### src/rtl/arith_pkg.sv
// -----------------------------------------------------------------------------
// arith_pkg
// Shared definitions for the arithmetic unit.
//   state_e   : sequencing states of the shift-and-add multiplier
//   DATA_W    : operand width, fixed to match adder_8bits
//   ITER      : number of shift-and-add iterations per multiply
//   LAST_ITER : counter value of the final iteration
// -----------------------------------------------------------------------------
package arith_pkg;

    localparam int DATA_W = 8;
    localparam int ITER   = 8;

    // Iteration counter is 3 bits wide; the final iteration is seen as ITER-1.
    localparam logic [2:0] LAST_ITER = 3'(ITER - 1);

    typedef enum logic [1:0] {
        IDLE = 2'd0,
        CALC = 2'd1,
        DONE = 2'd2
    } state_e;

endpackage : arith_pkg

### src/rtl/adder_8bits.sv
// -----------------------------------------------------------------------------
// adder_8bits
// Purely combinational 8-bit ripple adder: {Cout, S} = A + B + Cin.
//   A, B : 8-bit addends
//   Cin  : carry in
//   S    : 8-bit sum
//   Cout : carry out
// -----------------------------------------------------------------------------
module adder_8bits
    import arith_pkg::*;
(
    input  logic [DATA_W-1:0] A,
    input  logic [DATA_W-1:0] B,
    input  logic              Cin,
    output logic [DATA_W-1:0] S,
    output logic              Cout
);

    logic [DATA_W:0] sum_w;

    always_comb begin
        sum_w = {1'b0, A} + {1'b0, B} + {{DATA_W{1'b0}}, Cin};
    end

    assign S    = sum_w[DATA_W-1:0];
    assign Cout = sum_w[DATA_W];

endmodule : adder_8bits

### src/rtl/mult_8bits_seq.sv
// -----------------------------------------------------------------------------
// mult_8bits_seq
// Sequential 8x8 unsigned shift-and-add multiplier, 16-bit product, one
// iteration per clock for 8 clocks.
//
// Ports:
//   clk    : single clock, rising edge
//   rst_n  : synchronous active-low reset
//   start  : request, only looked at while IDLE
//   A, B   : multiplicand / multiplier, captured when start is accepted
//   busy   : high while iterating (CALC)
//   done   : one-cycle pulse after the final iteration (DONE)
//   P      : product register, holds the last result until the next one
//
// Handshake: a request is accepted on any rising edge where the block is IDLE
// and start is high. busy rises after that edge and stays high for exactly 8
// cycles; done then pulses for one cycle, with P already valid. start outside
// IDLE is ignored (no queuing), and A/B are only sampled at acceptance. The
// earliest following acceptance is the edge after done drops (one op per 10
// cycles).
// -----------------------------------------------------------------------------
module mult_8bits_seq
    import arith_pkg::*;
(
    input  logic                clk,
    input  logic                rst_n,
    input  logic                start,
    input  logic [DATA_W-1:0]   A,
    input  logic [DATA_W-1:0]   B,
    output logic                busy,
    output logic                done,
    output logic [2*DATA_W-1:0] P
);

    // -------------------------------------------------------------------------
    // State and datapath registers
    // -------------------------------------------------------------------------
    state_e              state_q, state_d;
    logic [DATA_W-1:0]   m_q,     m_d;      // multiplicand
    logic [DATA_W-1:0]   acc_q,   acc_d;    // high half of running product
    logic [DATA_W-1:0]   q_q,     q_d;      // low half / remaining multiplier
    logic [2:0]          cnt_q,   cnt_d;    // iteration counter
    logic [2*DATA_W-1:0] p_q,     p_d;      // product output register

    // -------------------------------------------------------------------------
    // Partial-product accumulation through the shared adder
    // -------------------------------------------------------------------------
    logic [DATA_W-1:0] add_b;
    logic [DATA_W-1:0] add_s;
    logic              add_cout;

    // Add the multiplicand only when the current multiplier LSB is set.
    assign add_b = q_q[0] ? m_q : '0;

    adder_8bits u_adder (
        .A    (acc_q),
        .B    (add_b),
        .Cin  (1'b0),
        .S    (add_s),
        .Cout (add_cout)
    );

    // {Cout, S, Q} shifted right by one: the carry becomes the new acc MSB and
    // the adder's LSB shifts into Q's MSB, so no carry is ever lost.
    logic [2*DATA_W-1:0] shifted;
    assign shifted = {add_cout, add_s, q_q[DATA_W-1:1]};

    // -------------------------------------------------------------------------
    // Next-state / datapath logic
    // -------------------------------------------------------------------------
    always_comb begin
        state_d = state_q;
        m_d     = m_q;
        acc_d   = acc_q;
        q_d     = q_q;
        cnt_d   = cnt_q;
        p_d     = p_q;

        unique case (state_q)
            IDLE: begin
                if (start) begin
                    m_d     = A;
                    q_d     = B;
                    acc_d   = '0;
                    cnt_d   = '0;
                    state_d = CALC;
                end
            end

            CALC: begin
                acc_d = shifted[2*DATA_W-1:DATA_W];
                q_d   = shifted[DATA_W-1:0];
                cnt_d = cnt_q + 3'd1;
                if (cnt_q == LAST_ITER) begin
                    // P takes the post-shift value of this final iteration.
                    p_d     = shifted;
                    state_d = DONE;
                end
            end

            DONE: begin
                state_d = IDLE;
            end

            default: begin
                state_d = IDLE;
            end
        endcase
    end

    // -------------------------------------------------------------------------
    // Registers, synchronous active-low reset
    // -------------------------------------------------------------------------
    always_ff @(posedge clk) begin
        if (!rst_n) begin
            state_q <= IDLE;
            m_q     <= '0;
            acc_q   <= '0;
            q_q     <= '0;
            cnt_q   <= '0;
            p_q     <= '0;
        end else begin
            state_q <= state_d;
            m_q     <= m_d;
            acc_q   <= acc_d;
            q_q     <= q_d;
            cnt_q   <= cnt_d;
            p_q     <= p_d;
        end
    end

    // -------------------------------------------------------------------------
    // Outputs are straight decodes of registered state, so they never glitch
    // and busy/done are mutually exclusive by construction.
    // -------------------------------------------------------------------------
    assign busy = (state_q == CALC);
    assign done = (state_q == DONE);
    assign P    = p_q;

endmodule : mult_8bits_seq
### config.mk
export PLATFORM = sky130hd
export DESIGN_NAME = mult_8bits_seq
export DESIGN_NICKNAME = d
export VERILOG_FILES = /design/src/rtl/arith_pkg.sv /design/src/rtl/adder_8bits.sv /design/src/rtl/mult_8bits_seq.sv
export SDC_FILE = /design/constraint.sdc
export NUM_CORES = 1
export LEC_CHECK = 0
export ABC_AREA = 1
export ABC_CLOCK_PERIOD_IN_PS = 2250
export CAP_MARGIN = 25
export CORE_UTILIZATION = 53
export DETAILED_ROUTE_END_ITERATION = 10
export GPL_ROUTABILITY_DRIVEN = 0
export GPL_TIMING_DRIVEN = 1
export HOLD_SLACK_MARGIN = 0.12
export PLACE_DENSITY = 0.8
export SYNTH_ARGS = -nofsm -noshare
export SYNTH_HDL_FRONTEND = slang
export SYNTH_HIERARCHICAL = 1
export SYNTH_SLANG_ARGS = --single-unit
### constraint.sdc
create_clock -name clk -period 2.25 [get_ports clk]
set_input_delay 0.45 -clock clk [delete_from_list [all_inputs] [get_ports clk]]
set_output_delay 0.45 -clock clk [all_outputs]
set_load 0.02 [all_outputs]
=== Word-level counts from Yosys, hierarchy flattened ===
Cells that the tools add are included.
W data, S select, Z words.

* Register bits after elaboration: 45

* Add/subtract/negate cells: 2
* Equal/unequal tests: 5
* Mux-type cells: 10
* Reduce and logical (&&, ||, !) cells: 6

{| class="wikitable"
|+ Operators by type and width
! kind !! number
|-
| $pmux W8 S2 || 2
|-
| $mux W8 || 3
|-
| $add A8 B8 Y9 || 1
|-
| $reduce_and A2 Y1 || 4
|-
| $pmux W3 S2 || 1
|-
| $mux W2 || 2
|-
| $pmux W2 S2 || 1
|-
| $add A3 B1 Y3 const B || 1
|-
| $eq A3 B3 Y1 const B || 1
|-
| $mux W3 || 1
|-
| $eq A2 B1 Y1 const B || 1
|-
| $eq A2 B2 Y1 const B || 1
|-
| $logic_not A2 Y1 || 1
|-
| $ne A2 B1 Y1 const B || 1
|-
| $ne A2 B2 Y1 const B || 1
|-
| $reduce_bool A2 Y1 || 1
|}

=== Logic depth before layout (Yosys ltp) ===
Gate-level depths: netlist of the first run.

* Depth in word-level cells: 3
* Depth in mapped cells: 13
* Gate-level depth less buffers: 12

=== Cells and area by module ===
The synthesis of the first run kept the hierarchy.

{| class="wikitable"
|+ By module, submodules not included
! module !! instances !! cells an instance !! area an instance (µm²) !! seq. area each (µm²)
|-
| mult_8bits_seq || 1 || 261 || 1830.5 || 900.9
|-
| adder_8bits || 1 || 59 || 384.1 || 0.0
|}

=== Worst setup path before layout of the first run ===
OpenSTA, ideal clock, no wires.

* Path kind: reg-to-reg
* Start: register q_q[0]
* End: register acc_q[7]
* Arrival time: 1886 ps
* Slack: 232 ps
* Stages on the path, launching flop included: 14
* Path buffers: 1
* Cell sequence: dfxtp_1 > clkbuf_1 > nand2_1 > inv_1 > fa_1 > fa_1 > nand2_1 > nand2_1 > nand3b_4 > nand2_1 > nand2_1 > nand2_1 > nand2_1 > a21oi_1

* Word-level cells in the longest chain between the ends: 3

{| class="wikitable"
|+ RTL lines
! item !! RTL line !! RTL
|-
| start: declaration || mult_8bits_seq.sv:41 || <nowiki>logic [DATA_W-1:0] q_q, q_d;</nowiki>
|-
| start signal: assignment || mult_8bits_seq.sv:126 || <nowiki>q_q <= q_d;</nowiki>
|-
| $mux W8 || mult_8bits_seq.sv:53 || <nowiki>assign add_b = q_q[0] ? m_q : '0;</nowiki>
|-
| net add_b[0] || mult_8bits_seq.sv:48 || <nowiki>logic [DATA_W-1:0] add_b;</nowiki>
|-
| $add A8 B8 Y9 || adder_8bits.sv:22 || <nowiki>sum_w = {1'b0, A} + {1'b0, B} + {{DATA_W{1'b0}}, Cin};</nowiki>
|-
| net add_cout || mult_8bits_seq.sv:50 || <nowiki>logic add_cout;</nowiki>
|-
| $pmux W8 S2 || mult_8bits_seq.sv:79 || <nowiki>unique case (state_q)</nowiki>
|-
| end signal: assignment || mult_8bits_seq.sv:118 || <nowiki>acc_q <= '0;</nowiki>
|-
| end signal: assignment || mult_8bits_seq.sv:125 || <nowiki>acc_q <= acc_d;</nowiki>
|-
| end: declaration || mult_8bits_seq.sv:40 || <nowiki>logic [DATA_W-1:0] acc_q, acc_d;</nowiki>
|}

The timed path passes the listed nets, and every way through them passes these cells.
A chain may end at the register's enable or synchronous reset.

=== Worst setup path after layout of the first run ===
* Start: register q_q[0]
* End: register acc_q[5]

* Word-level cells in the longest chain between the ends: 3

{| class="wikitable"
|+ RTL lines
! item !! RTL line !! RTL
|-
| $mux W8 || mult_8bits_seq.sv:53 ||
|-
| net add_b[0] || mult_8bits_seq.sv:48 ||
|-
| $add A8 B8 Y9 || adder_8bits.sv:22 ||
|-
| net add_s[6] || mult_8bits_seq.sv:49 || <nowiki>logic [DATA_W-1:0] add_s;</nowiki>
|-
| $pmux W8 S2 || mult_8bits_seq.sv:79 ||
|}

The timed path passes the listed nets, and every way through them passes these cells.

==> impl_metrics.env, run 1 <==
export IMPL_layout_drive_gt1_share_pct=7.87
export IMPL_synth_top_cell_area_share_pct=40.7
export IMPL_fp_dieH_um=66.6
export IMPL_seq_area_um2=901
export IMPL_root_buffer="clkbuf_8"
export IMPL_cts_max_path_buffers=2
export IMPL_clock_skew_final_ns=0.00837
export IMPL_synthSimpleGateAreaFrac_pct=37.6
export IMPL_hpwl_um=3370
export IMPL_crit_required_ns=2.42
export IMPL_period_share_pct=94.0
export IMPL_globalRoute_busiestLayer="met2"
export IMPL_tns_ns=0
export IMPL_grt_max_degree=35
export IMPL_critPathMaxStageDelay_ns=0.42
export IMPL_vias=1992
export IMPL_chipWidth_um=66.6
export IMPL_post_cts_resized=0
export IMPL_fin_cells=406
export IMPL_multi_input_area_um2=1140
export IMPL_avgRoutedWirePerCell_um=11.5
export IMPL_fillCellCount=354
export IMPL_grt_use_total_pct=23.6
export IMPL_first_global_vias=1813
export IMPL_finalSetupViolations=0
export IMPL_synth_top_family_by_area="simple AND/OR/NAND/NOR gates"
export IMPL_synthesis_area_um2=2210
export IMPL_yosysTopAreaCell="dfxtp_1"
export IMPL_fin_nets=386
export IMPL_start_util_pct=55.4
export IMPL_coreArea_um2=4000
export IMPL_io_pins=37
export IMPL_final_util_pct=68.1
export IMPL_first_pass_iters=4
export IMPL_criticalPathCategory="register to register"
export IMPL_drt_total_wl_um=4660
export IMPL_cp_max_fo=9
export IMPL_synth_edf_count=0
export IMPL_syn_avg_cell_area_um2=6.92
export IMPL_status="finished clean"
export IMPL_hold_buffers=0
export IMPL_design_area_um2=2720
export IMPL_drv_slew=0
export IMPL_antenna_cells=0
export IMPL_numCtsBuffers=5
export IMPL_overflow=0
export IMPL_critPathCaptureType="register"
export IMPL_io_buffers=36
export IMPL_synth_compound_area_share_pct=5.71
export IMPL_synth_most_common_cell="nand2_1"
export IMPL_irDropWorstVdd_mv=0.368
export IMPL_slowest_stage="fa_1"
export IMPL_insertion_delay_ns=0.30
export IMPL_worstPathCellList="nand2_1, inv_1, fa_1, fa_1, nand2_1, nand2_1, nand3b_4, nand2_1, nand2_1, nand2_1, nand2_1, a21oi_1"
export IMPL_period_needed_ns=2.12
export IMPL_ant_nets=0
export IMPL_htree_num_levels=2
export IMPL_hold_path_class="register to register"
export IMPL_synth_fa_ha_area_share_pct=6.89
export IMPL_synth_xor_area_share_pct=1.19
export IMPL_drt_iter0_drc=161
export IMPL_num_rows=23
export IMPL_power_density_nw_per_um2=602
export IMPL_dpl_cell_count=399
export IMPL_clock_fmax_mhz=473
export IMPL_path_clk_slew_ns=0.08
export IMPL_grt_use_met1_pct=29.5
export IMPL_die_area_um2=4440
export IMPL_crit_path_start_kind="register"
export IMPL_netlist_instances=320
export IMPL_post_cts_buffers=0
export IMPL_syn_nets=350
export IMPL_synth_mux_area_share_pct=0
export IMPL_async_flop_share_pct=0
export IMPL_ys_warn_count=6
export IMPL_antenna_found_initial=0
export IMPL_synthTopCellsByArea="dfxtp_1 (41%), nand2_1 (19%), nor2_1 (6.6%), nand3_1 (6.1%), ha_1 (5.1%)"
export IMPL_rsz0062_at_grt="no"
export IMPL_use_met3_pct=5.65
export IMPL_synth_commonest_cells="nand2_1 (115), dfxtp_1 (45), nor2_1 (39)"
export IMPL_ff2ff_setup_slack_ns=0.13
export IMPL_hold_violations=0
export IMPL_placed_cell_area_um2=2620
export IMPL_ys_ff_latch=45
export IMPL_synthDistinctLibCells=28
export IMPL_synth_ff_type="dfxtp_1"
export IMPL_tritoncts="done"
export IMPL_grt_pass1_wl_um=7850
export IMPL_ys_seq_area_share_pct=40.7
export IMPL_clock_sinks=45
export IMPL_drc_errors=0
export IMPL_crit_arrival_ns=2.29
export IMPL_maxCapViolations=0
export IMPL_area_growth_syn_to_layout_pct=23.0
export IMPL_p_leak_nw=1.37
export IMPL_crit_path_frequent_cell="nand2_1"
export IMPL_avgViaCountPerCell=4.91
export IMPL_met2_usage_pct=38.5
[cells by family after synthesis]
family	Yosys count
compound gates	24
buf+inv	42
flops	45
fa+ha+maj	11
other cells	1
simple gates	194
xor+xnor	3
[registers in the layout (all words and copies together), names as in the netlist]
signal,cells
state_q,2
cnt_q,3
acc_q,8
P,16
q_q,8
m_q,8
[worst max-delay path: cells and delay by family, from the launching register on]
kind / cells / cell delay [ns]
fa+ha+maj: 2 / 0.83
compound gates: 1 / 0.06
simple gates: 8 / 0.68
flops: 1 / 0.39
buf+inv: 1 / 0.05
[per-layer routing]
layer | vias up | wire length, µm
met1 | 872 | 2180
met3 | 8 | 198
li1 | 1058 | -
met4 | 0 | 79
met2 | 54 | 2190
met5 | - | 0
[per-stage QoR]
stage	hold WS (ns)	total power, mW	setup WS, ns
3_3_place_gp	0.453	1.06	0.214
2_1_floorplan	0.439	0.994	0.232
5_1_grt	0.486	1.71	0.000235
3_5_place_dp	0.458	1.07	0.159
6_report	0.471	1.64	0.134
4_1_cts	0.471	1.64	0.141
[layout by cell type, fill, tap and decap left out, drive strengths merged, types with 2 or more instances in the layout]
cell type	instances
fa	2
nand3	28
inv	28
or2	2
clkdlybuf4s50	36
clkinv	2
xnor2	2
nand2	120
ha	9
nor2	42
a21oi	13
dfxtp	45
o21ai	10
clkbuf	5
nand3b	2
buf	6
[power by group]
group	leakage [nW]	internal, mW	switching (mW)
Combinational	0.946	0.0869	0.112
Sequential	0.367	0.827	0.0247
Clock	0.0540	0.323	0.268
Total	1.37	1.24	0.404
[layout make-up]
cell class	instances	share of cell area, %
multi-input cells	233	41.9
well taps	50	2.30
repair buffers	42	14.9
flip-flops and latches	45	33.1
clock inverters	2	1.29
clock buffers	5	2.53
inverters	29	4.00
[final timing paths]
| path | start | end | cells after the start |
|---|---|---|---|
| max | q_q[0] | acc_q[5] | 12 |
| min | cnt_q[1] | cnt_q[1] | 2 |
| max reg2reg | q_q[0] | acc_q[5] | 12 |
| min reg2reg | cnt_q[1] | cnt_q[1] | 2 |
Power figures use the tool's default switching activity.
==> run 2: changes to the inputs <==
--- a/config.mk
+++ b/config.mk
@@ -8,12 +8,14 @@
 export ABC_AREA = 1
 export ABC_CLOCK_PERIOD_IN_PS = 2250
 export CAP_MARGIN = 25
-export CORE_UTILIZATION = 53
+export CELL_PAD_IN_SITES_DETAIL_PLACEMENT = 1
+export CELL_PAD_IN_SITES_GLOBAL_PLACEMENT = 1
+export CORE_UTILIZATION = 37
 export DETAILED_ROUTE_END_ITERATION = 10
 export GPL_ROUTABILITY_DRIVEN = 0
 export GPL_TIMING_DRIVEN = 1
 export HOLD_SLACK_MARGIN = 0.12
-export PLACE_DENSITY = 0.8
+export PLACE_DENSITY_LB_ADDON = 0.1
 export SYNTH_ARGS = -nofsm -noshare
 export SYNTH_HDL_FRONTEND = slang
 export SYNTH_HIERARCHICAL = 1
==> impl_metrics.env, run 2 (synthesis gave the netlist of run 1 again) <==
export IMPL_status="finished clean"
export IMPL_combPwrFrac_pct=12.9
export IMPL_fin_nets=387
export IMPL_drt_total_wl_um=5190
export IMPL_finalSetupViolations=0
export IMPL_cp_max_fo=9
export IMPL_largest_reg_flops=16
export IMPL_crit_arrival_ns=2.24
export IMPL_criticalPathCategory="register to register"
export IMPL_hpwl_um=3990
export IMPL_rsz0062_at_grt="no"
export IMPL_period_needed_ns=2.04
export IMPL_crit_path_frequent_cell="nand2_1"
export IMPL_hold_violations=0
export IMPL_worstPathCellList="nand2_1, inv_1, fa_1, fa_1, nand2_1, nand2_1, nand3b_4, nand2_1, nand2_1, nand2_1, nand2_1, a21oi_1"
export IMPL_power_density_nw_per_um2=571
export IMPL_path_delay_family="adder cells"
export IMPL_fin_cells=430
export IMPL_num_rows=27
export IMPL_grt_pass1_wl_um=9250
export IMPL_clock_sinks=45
export IMPL_vias=1995
export IMPL_io_buffers=36
export IMPL_final_common_cell="nand2_1"
export IMPL_rr_endpoint="acc_q[7]"
export IMPL_p_leak_nw=1.36
export IMPL_dpl_cell_count=422
export IMPL_first_global_vias=1989
export IMPL_numCtsBuffers=5
export IMPL_antenna_cells=0
export IMPL_layout_drive_gt1_share_pct=8.66
export IMPL_chipWidth_um=79.4
export IMPL_drv_slew=0
export IMPL_io_pins=37
export IMPL_slowest_stage="fa_1"
export IMPL_crit_required_ns=2.44
export IMPL_path_buf_inv=1
export IMPL_clock_fmax_mhz=490
export IMPL_start_util_pct=39.3
export IMPL_htree_num_levels=2
export IMPL_p_sw_uw=432
export IMPL_area_growth_syn_to_layout_pct=24.0
export IMPL_seqPwrFrac_pct=54.3
export IMPL_power_internal_mw=1.14
export IMPL_cp_depth=12
export IMPL_fp_dieH_um=79.4
export IMPL_fillCellCount=743
export IMPL_path_clk_slew_ns=0.09
export IMPL_tns_ns=0
export IMPL_drc_errors=0
export IMPL_grt_max_degree=35
export IMPL_reg2reg_from="q_q[0]"
export IMPL_coreArea_um2=5640
export IMPL_final_util_pct=48.7
export IMPL_ff2ff_setup_slack_ns=0.21
export IMPL_cts_max_path_buffers=2
export IMPL_maxCapViolations=0
export IMPL_crit_path_start_kind="register"
export IMPL_irDropWorstVdd_mv=0.362
export IMPL_drt_iter0_drc=82
export IMPL_final_cell_mix="nand2_1 (115), dfxtp_1 (44), nor2_1 (39)"
export IMPL_insertion_delay_ns=0.30
export IMPL_hold_buffers=0
export IMPL_hold_path_class="register to register"
export IMPL_worstRegToRegCells=12
export IMPL_antenna_found_initial=0
export IMPL_overflow=0
export IMPL_avgViaCountPerCell=4.64
export IMPL_ant_nets=0
export IMPL_tritoncts="done"
export IMPL_critPathMaxStageDelay_ns=0.43
export IMPL_grt_use_total_pct=18.8
export IMPL_worstSetupStartpoint="q_q[0]"
export IMPL_post_cts_buffers=0
export IMPL_period_share_pct=90.7
export IMPL_root_buffer="clkbuf_8"
export IMPL_avgRoutedWirePerCell_um=12.1
export IMPL_first_pass_iters=4
export IMPL_die_area_um2=6300
export IMPL_clock_skew_final_ns=0.0116
export IMPL_power_clock_fraction_pct=32.8
export IMPL_critPathCaptureType="register"
export IMPL_switching_share_pct=27.6
export IMPL_cp_endpoint="acc_q[7]"
[run 2: final cells by class]
| cell class | count | area (µm²) | area share, % |
|---|---|---|---|
| repair buffers | 43 | 413 | 15.0 |
| clock buffers | 5 | 68.8 | 2.51 |
| flip-flops and latches | 45 | 902 | 32.8 |
| well taps | 72 | 90.1 | 3.28 |
| inverters | 29 | 109 | 3.96 |
| clock inverters | 3 | 21.3 | 0.774 |
| multi-input cells | 233 | 1140 | 41.6 |
[run 2: how the worst min path moves through the flow]
stage                   from        to  slack (ns)  cells after the start
global route            P[0]      P[0]        0.49                      2
CTS                 acc_q[2]  acc_q[2]        0.47                      2
floorplan             q_q[7]      P[6]        0.44                      2
detailed placement  acc_q[2]  acc_q[2]        0.46                      2
finish              acc_q[2]  acc_q[2]        0.47                      2
global placement    cnt_q[1]  cnt_q[1]        0.45                      2
[run 2: layer usage]
layer  wire length, µm  track usage, %
met5                 0               0
met4                29            3.82
met3               148            3.22
met2              2290            29.7
met1              2720            26.6
[run 2: tightest hold or removal path: stages (launching register included)]
cell     delay, ns
dfxtp_1       0.32
nand2_1       0.06
a21oi_1       0.05
[run 2: through the flow]
step	hold WS, ns	setup slack [ns]	power, mW	cell area [µm²]
floorplan	0.439	0.232	0.994	2210
global placement	0.452	0.208	1.07	2660
detailed placement	0.459	0.154	1.08	2660
CTS	0.472	0.151	1.59	2750
global route	0.491	0.0330	1.66	2750
finish	0.470	0.209	1.57	2750
[run 2: what timing repair did]
action / 4_1_cts / 5_1_grt
gates resized for setup: 0 / 1
setup endpoints to repair: 0 / 2
endpoints found under the hold margin: 0 / 0
[run 2: power by group through the flow]
stage | sequential, mW | clock [mW] | combinational (mW)
2_1_floorplan | 0.861 | 0 | 0.133
3_3_place_gp | 0.870 | 0 | 0.203
3_5_place_dp | 0.871 | 0 | 0.207
4_1_cts | 0.852 | 0.532 | 0.207
5_1_grt | 0.858 | 0.573 | 0.234
6_report | 0.852 | 0.514 | 0.203
==> edit 1, RTL diff (config.mk and constraints of run 2) <==
Register the output `done`, without a reset; this adds one clock of latency there. The other outputs are not delayed to match. Comments in the files are not updated.
--- a/src/rtl/mult_8bits_seq.sv
+++ b/src/rtl/mult_8bits_seq.sv
@@ -134,7 +134,9 @@
     // and busy/done are mutually exclusive by construction.
     // -------------------------------------------------------------------------
     assign busy = (state_q == CALC);
-    assign done = (state_q == DONE);
+    always_ff @(posedge clk) begin
+        done <= (state_q == DONE);
+    end
     assign P    = p_q;
 
 endmodule : mult_8bits_seq
Function: changed (Yosys sat finds a counterexample within 10 cycles, from zero or initial values and one cycle with rst_n low).
==> edit 1 against run 2 <==
Clock skew about the same. Wire length up 7.4%. Setup slack got worse by 0.0036 ns. Hold slack better by 0.0036 ns. Synthesized cell count grew 0.31%. Total power increased by 2.4%. Synthesized area up 0.90%. Sequential cell count increased by 1. Design area rose by 0.59%. Combinational power is 2% higher. Critical path type unchanged. Highest routed layer unchanged.
==> edit 1: results (changes against run 2) <==
[status]
status=finished clean  ; unchanged

[pwr]
ir_worst_vdd_mv=0.256  ; was 0.362 mV
leakagePower_nw=1.37  ; was 1.36 nW

[finish]
nonClockInverterCount=29  ; unchanged
area_growth_pct=23.6  ; was 24.0%
clkCellAreaFrac_pct=3.40  ; was 3.28%
fill_cells=750  ; was 743
layout-drive-gt1-share_pct=8.38  ; was 8.66%
sh_seq_area_pct=33.4  ; was 32.8%
nonClkBufAreaFrac_pct=14.7  ; was 15.0%
signal_buffers=42  ; was 43

[synth]
synthAdderAreaFrac_pct=6.83  ; was 6.89%
seq_area_frac_synth_pct=41.2  ; was 40.7%
ys_ff_latch=46  ; was 45
synth_fp_nets=351  ; was 350
avgSynthCellArea_sq_um=6.96  ; was 6.92 sq um
ys_top_cells_by_count=115 x nand2_1, 46 x dfxtp_1, 39 x nor2_1  ; was 115 x nand2_1, 45 x dfxtp_1, 39 x nor2_1
synth-compound-area-share_pct=5.66  ; was 5.71%
synthTopCellsByArea=dfxtp_1 41%, nand2_1 19%, nor2_1 6.6%, nand3_1 6.0%, ha_1 5.0%  ; was dfxtp_1 41%, nand2_1 19%, nor2_1 6.6%, nand3_1 6.1%, ha_1 5.1%

[routing]
vias=2064  ; was 1995
wl_mm=5.57  ; was 5.19 mm
drtIter0Drc=78  ; was 82

[placed_design]
dp_slack_ns=0.149  ; was 0.154 ns
placed_cell_area_sq_um=2670  ; was 2660 sq um

[timing]
clock_skew_ns=0.0115  ; was 0.0116 ns

[global_routing]
grt_max_degree=35  ; unchanged
grt_pass1_vias=2023  ; was 1989
grt_use_total_pct=20.0  ; was 18.8%
grt_pass1_wl_mm=9.79  ; was 9.25 mm

[edit 1: cell types whose count changed after synthesis, sizes merged]
| cell | run 2 | this run |
|---|---|---|
| dfxtp | 45 | 46 |
[edit 1: power by group]
group          total (mW)  internal [mW]  switching (mW)
clock               0.530          0.225           0.306
combinational       0.207         0.0882           0.119
sequential          0.870          0.845          0.0245
[edit 1: cell families after synthesis]
group | Yosys count
and+or+nand+nor | 194
buffers and inverters | 42
DFF | 46
xor gates and xnor gates | 3
adders and majority gates | 11
other | 1
AOI/OAI and AO/OA | 24
[edit 1: worst paths after layout]
check / startpoint / endpoint / slack (ns) / depth (start not counted)
worst min register to register: cnt_q[1] / cnt_q[1] / 0.47 / 2
worst max-delay path: q_q[0] / acc_q[7] / 0.21 / 12
worst min-delay path: cnt_q[1] / cnt_q[1] / 0.47 / 2
worst max register to register: q_q[0] / acc_q[7] / 0.21 / 12
[edit 1: routing by layer]
metal	vias to the layer above	share of wire (%)	global-route usage (%)
li1	1058	-	-
met1	957	51	28.6
met2	40	44	30.0
met3	9	3.3	3.54
met4	0	1.6	6.55
met5	-	0	0
[edit 1: worst max-delay path, cell delays in order, from the launching register on]
cell,delay [ns]
dfxtp_2,0.37
nand2_1,0.06
inv_1,0.05
fa_1,0.43
fa_1,0.42
nand2_1,0.08
nand2_1,0.11
nand3b_4,0.10
nand2_1,0.07
nand2_1,0.07
nand2_1,0.06
nand2_1,0.07
a21oi_1,0.06
[edit 1: repair_timing]
item                                    CTS  global route
endpoints found under the setup margin    0             5
gates resized for setup                   0             1
hold buffers                              0             0
==> edit 2, RTL diff (config.mk and constraints of run 2) <==
Without the edit above. Re-encode `state_e` (3 states) as one-hot, 3 bits wide.
--- a/src/rtl/arith_pkg.sv
+++ b/src/rtl/arith_pkg.sv
@@ -14,10 +14,10 @@
     // Iteration counter is 3 bits wide; the final iteration is seen as ITER-1.
     localparam logic [2:0] LAST_ITER = 3'(ITER - 1);
 
-    typedef enum logic [1:0] {
-        IDLE = 2'd0,
-        CALC = 2'd1,
-        DONE = 2'd2
+    typedef enum logic [2:0] {
+        IDLE = 3'b001,
+        CALC = 3'b010,
+        DONE = 3'b100
     } state_e;
 
 endpackage : arith_pkg
Formal check against the unedited RTL: no difference found for any inputs over 4 cycles, from zero or initial values and one cycle with rst_n low; so few cycles prove little.
==> edit 2 against run 2 <==
Sequential cell count rose by 1. Setup slack improved by 0.0097 ns. Wire length rose by 15%. Via count rose by 7.8%. Design area rose by 3.1%. Synthesized area rose by 5.9%. Hold slack got worse by 0.0046 ns. Total power rose by 2.6%. Critical path type is now reg2out. Largest cell class unchanged.
==> edit 2: results (changes against run 2) <==
[synth]
synth-compound-area-share_pct=8.54  ; was 5.71%
synth_fp_nets=359  ; was 350
ys_top_cells_by_count=100 x nand2_1, 46 x dfxtp_1, 35 x nor2_1  ; was 115 x nand2_1, 45 x dfxtp_1, 39 x nor2_1
yosys_warnings=6  ; unchanged
synthXorXnorAreaFrac_pct=1.12  ; was 1.19%
seq_area_frac_synth_pct=39.3  ; was 40.7%
synthAdderAreaFrac_pct=6.51  ; was 6.89%
synthTopCellsByArea=dfxtp_1 39%, nand2_1 16%, a21oi_1 6.6%, nand3_1 6.4%, nor2_1 5.6%  ; was dfxtp_1 41%, nand2_1 19%, nor2_1 6.6%, nand3_1 6.1%, ha_1 5.1%

[setup_path]
reg2reg_slack_ns=0.23  ; was 0.21 ns
crit_slowest_cell=clkdlybuf4s50_1  ; was fa_1
r2r_end=P[15]  ; was acc_q[7]
crit_family=buffers and inverters  ; was adder cells
arrival_ns=1.58  ; was 2.24 ns
reg2regPathDepth=12  ; unchanged
r2r_start=m_q[0]  ; was q_q[0]
slowest_delay_ns=0.63  ; was 0.43 ns
cp_max_fo=4  ; was 9

[hold_path]
holdPathEnd=P[3]  ; was acc_q[2]
hp-class=reg2reg  ; unchanged
holdCritStartpoint=P[3]  ; was acc_q[2]

[timing]
finalCriticalPeriod_ns=2.03  ; was 2.04 ns
clock_skew_ns=0.00453  ; was 0.0116 ns
holdWs_ns=0.466  ; was 0.470 ns

[routing]
drtIter0Drc=58  ; was 82
wl_mm=5.95  ; was 5.19 mm
vias=2150  ; was 1995

[pwr]
ir_worst_vdd_mv=0.334  ; was 0.362 mV
p_int_mw=1.18  ; was 1.14 mW
leakagePower_nw=1.30  ; was 1.36 nW

[global_routing]
grt_pass1_vias=2079  ; was 1989
grt_max_degree=30  ; was 35
grt_use_total_pct=20.0  ; was 18.8%
grt_pass1_wl_mm=10.1  ; was 9.25 mm

[status]
status=finished clean  ; unchanged

[placed_design]
dp_slack_ns=0.250  ; was 0.154 ns
place_hpwl_mm=4.29  ; was 3.99 mm

[finish]
layout.nets=395  ; was 387
fill_cells=797  ; was 743
layout-drive-gt1-share_pct=9.29  ; was 8.66%

## edit 2: cell types whose count changed after synthesis, sizes merged, moves of 2 or more
cell,before,now
a21oi,13,31
nand2,120,106
nor2,42,38
inv,28,31
nand3,28,31
buf,8,10
nand4,0,2
## edit 2: how the worst max path moves through the flow
stage,cells past startpoint,from,slack (ns),endpoint
floorplan,13,q_q[0],0.23,acc_q[7]
global placement,12,m_q[0],0.29,P[15]
detailed placement,12,m_q[0],0.25,P[15]
CTS,3,state_q[2],0.20,done
global route,3,state_q[2],0.06,done
finish,3,state_q[2],0.22,done
## edit 2: metal layers
metal  up-vias  track usage (%)  wire length, um  share of wire (%)
met4         0             5.26               66                1.1
met5         -                0                0                  0
met2        32             31.9             2690                 45
li1       1110                -                -                  -
met3         6             4.00              150                2.5
met1      1002             27.4             3040                 51
## edit 2: final cells by class
| class | count | area share [%] |
|---|---|---|
| flip-flops and latches | 46 | 32.5 |
| clock inverters | 1 | 0.177 |
| repair buffers | 44 | 14.8 |
| multi-input cells | 237 | 42.0 |
| well taps | 75 | 3.31 |
| clock buffers | 7 | 3.05 |
| inverters | 31 | 4.11 |
## edit 2: through the flow
| stage | utilization, % | total power, mW | instances | area, sq um |
|---|---|---|---|---|
| after floorplan | - | 1.02 | 329 | 2340 |
| after global placement | 45.5 | 1.10 | 433 | 2740 |
| after detailed placement | 45.5 | 1.10 | 433 | 2740 |
| after CTS | 47.0 | 1.63 | 441 | 2830 |
| after global routing | 47.0 | 1.69 | 441 | 2830 |
| final | 47.0 | 1.61 | 441 | 2830 |
## edit 2: power by group through the flow
stage / Clock [mW] / Combinational, mW / Sequential, mW
finish: 0.531 / 0.208 / 0.870
global route: 0.574 / 0.241 / 0.875
CTS: 0.546 / 0.213 / 0.871
detailed placement: 0 / 0.212 / 0.890
global placement: 0 / 0.208 / 0.890
floorplan: 0 / 0.143 / 0.881
## edit 2: cells by family after synthesis
| group | after synthesis |
|---|---|
| DFF | 46 |
| AOI/OAI and AO/OA | 40 |
| adders and majority gates | 11 |
| and+or+nand+nor | 182 |
| xor gates and xnor gates | 3 |
| other | 1 |
| buffers and inverters | 46 |
## edit 2: worst min-delay path: cells and delay by family, from the launching register on
family	cells	cell delay (ns)
DFF	1	0.32
and+or+nand+nor	1	0.06
AOI/OAI and AO/OA	1	0.05
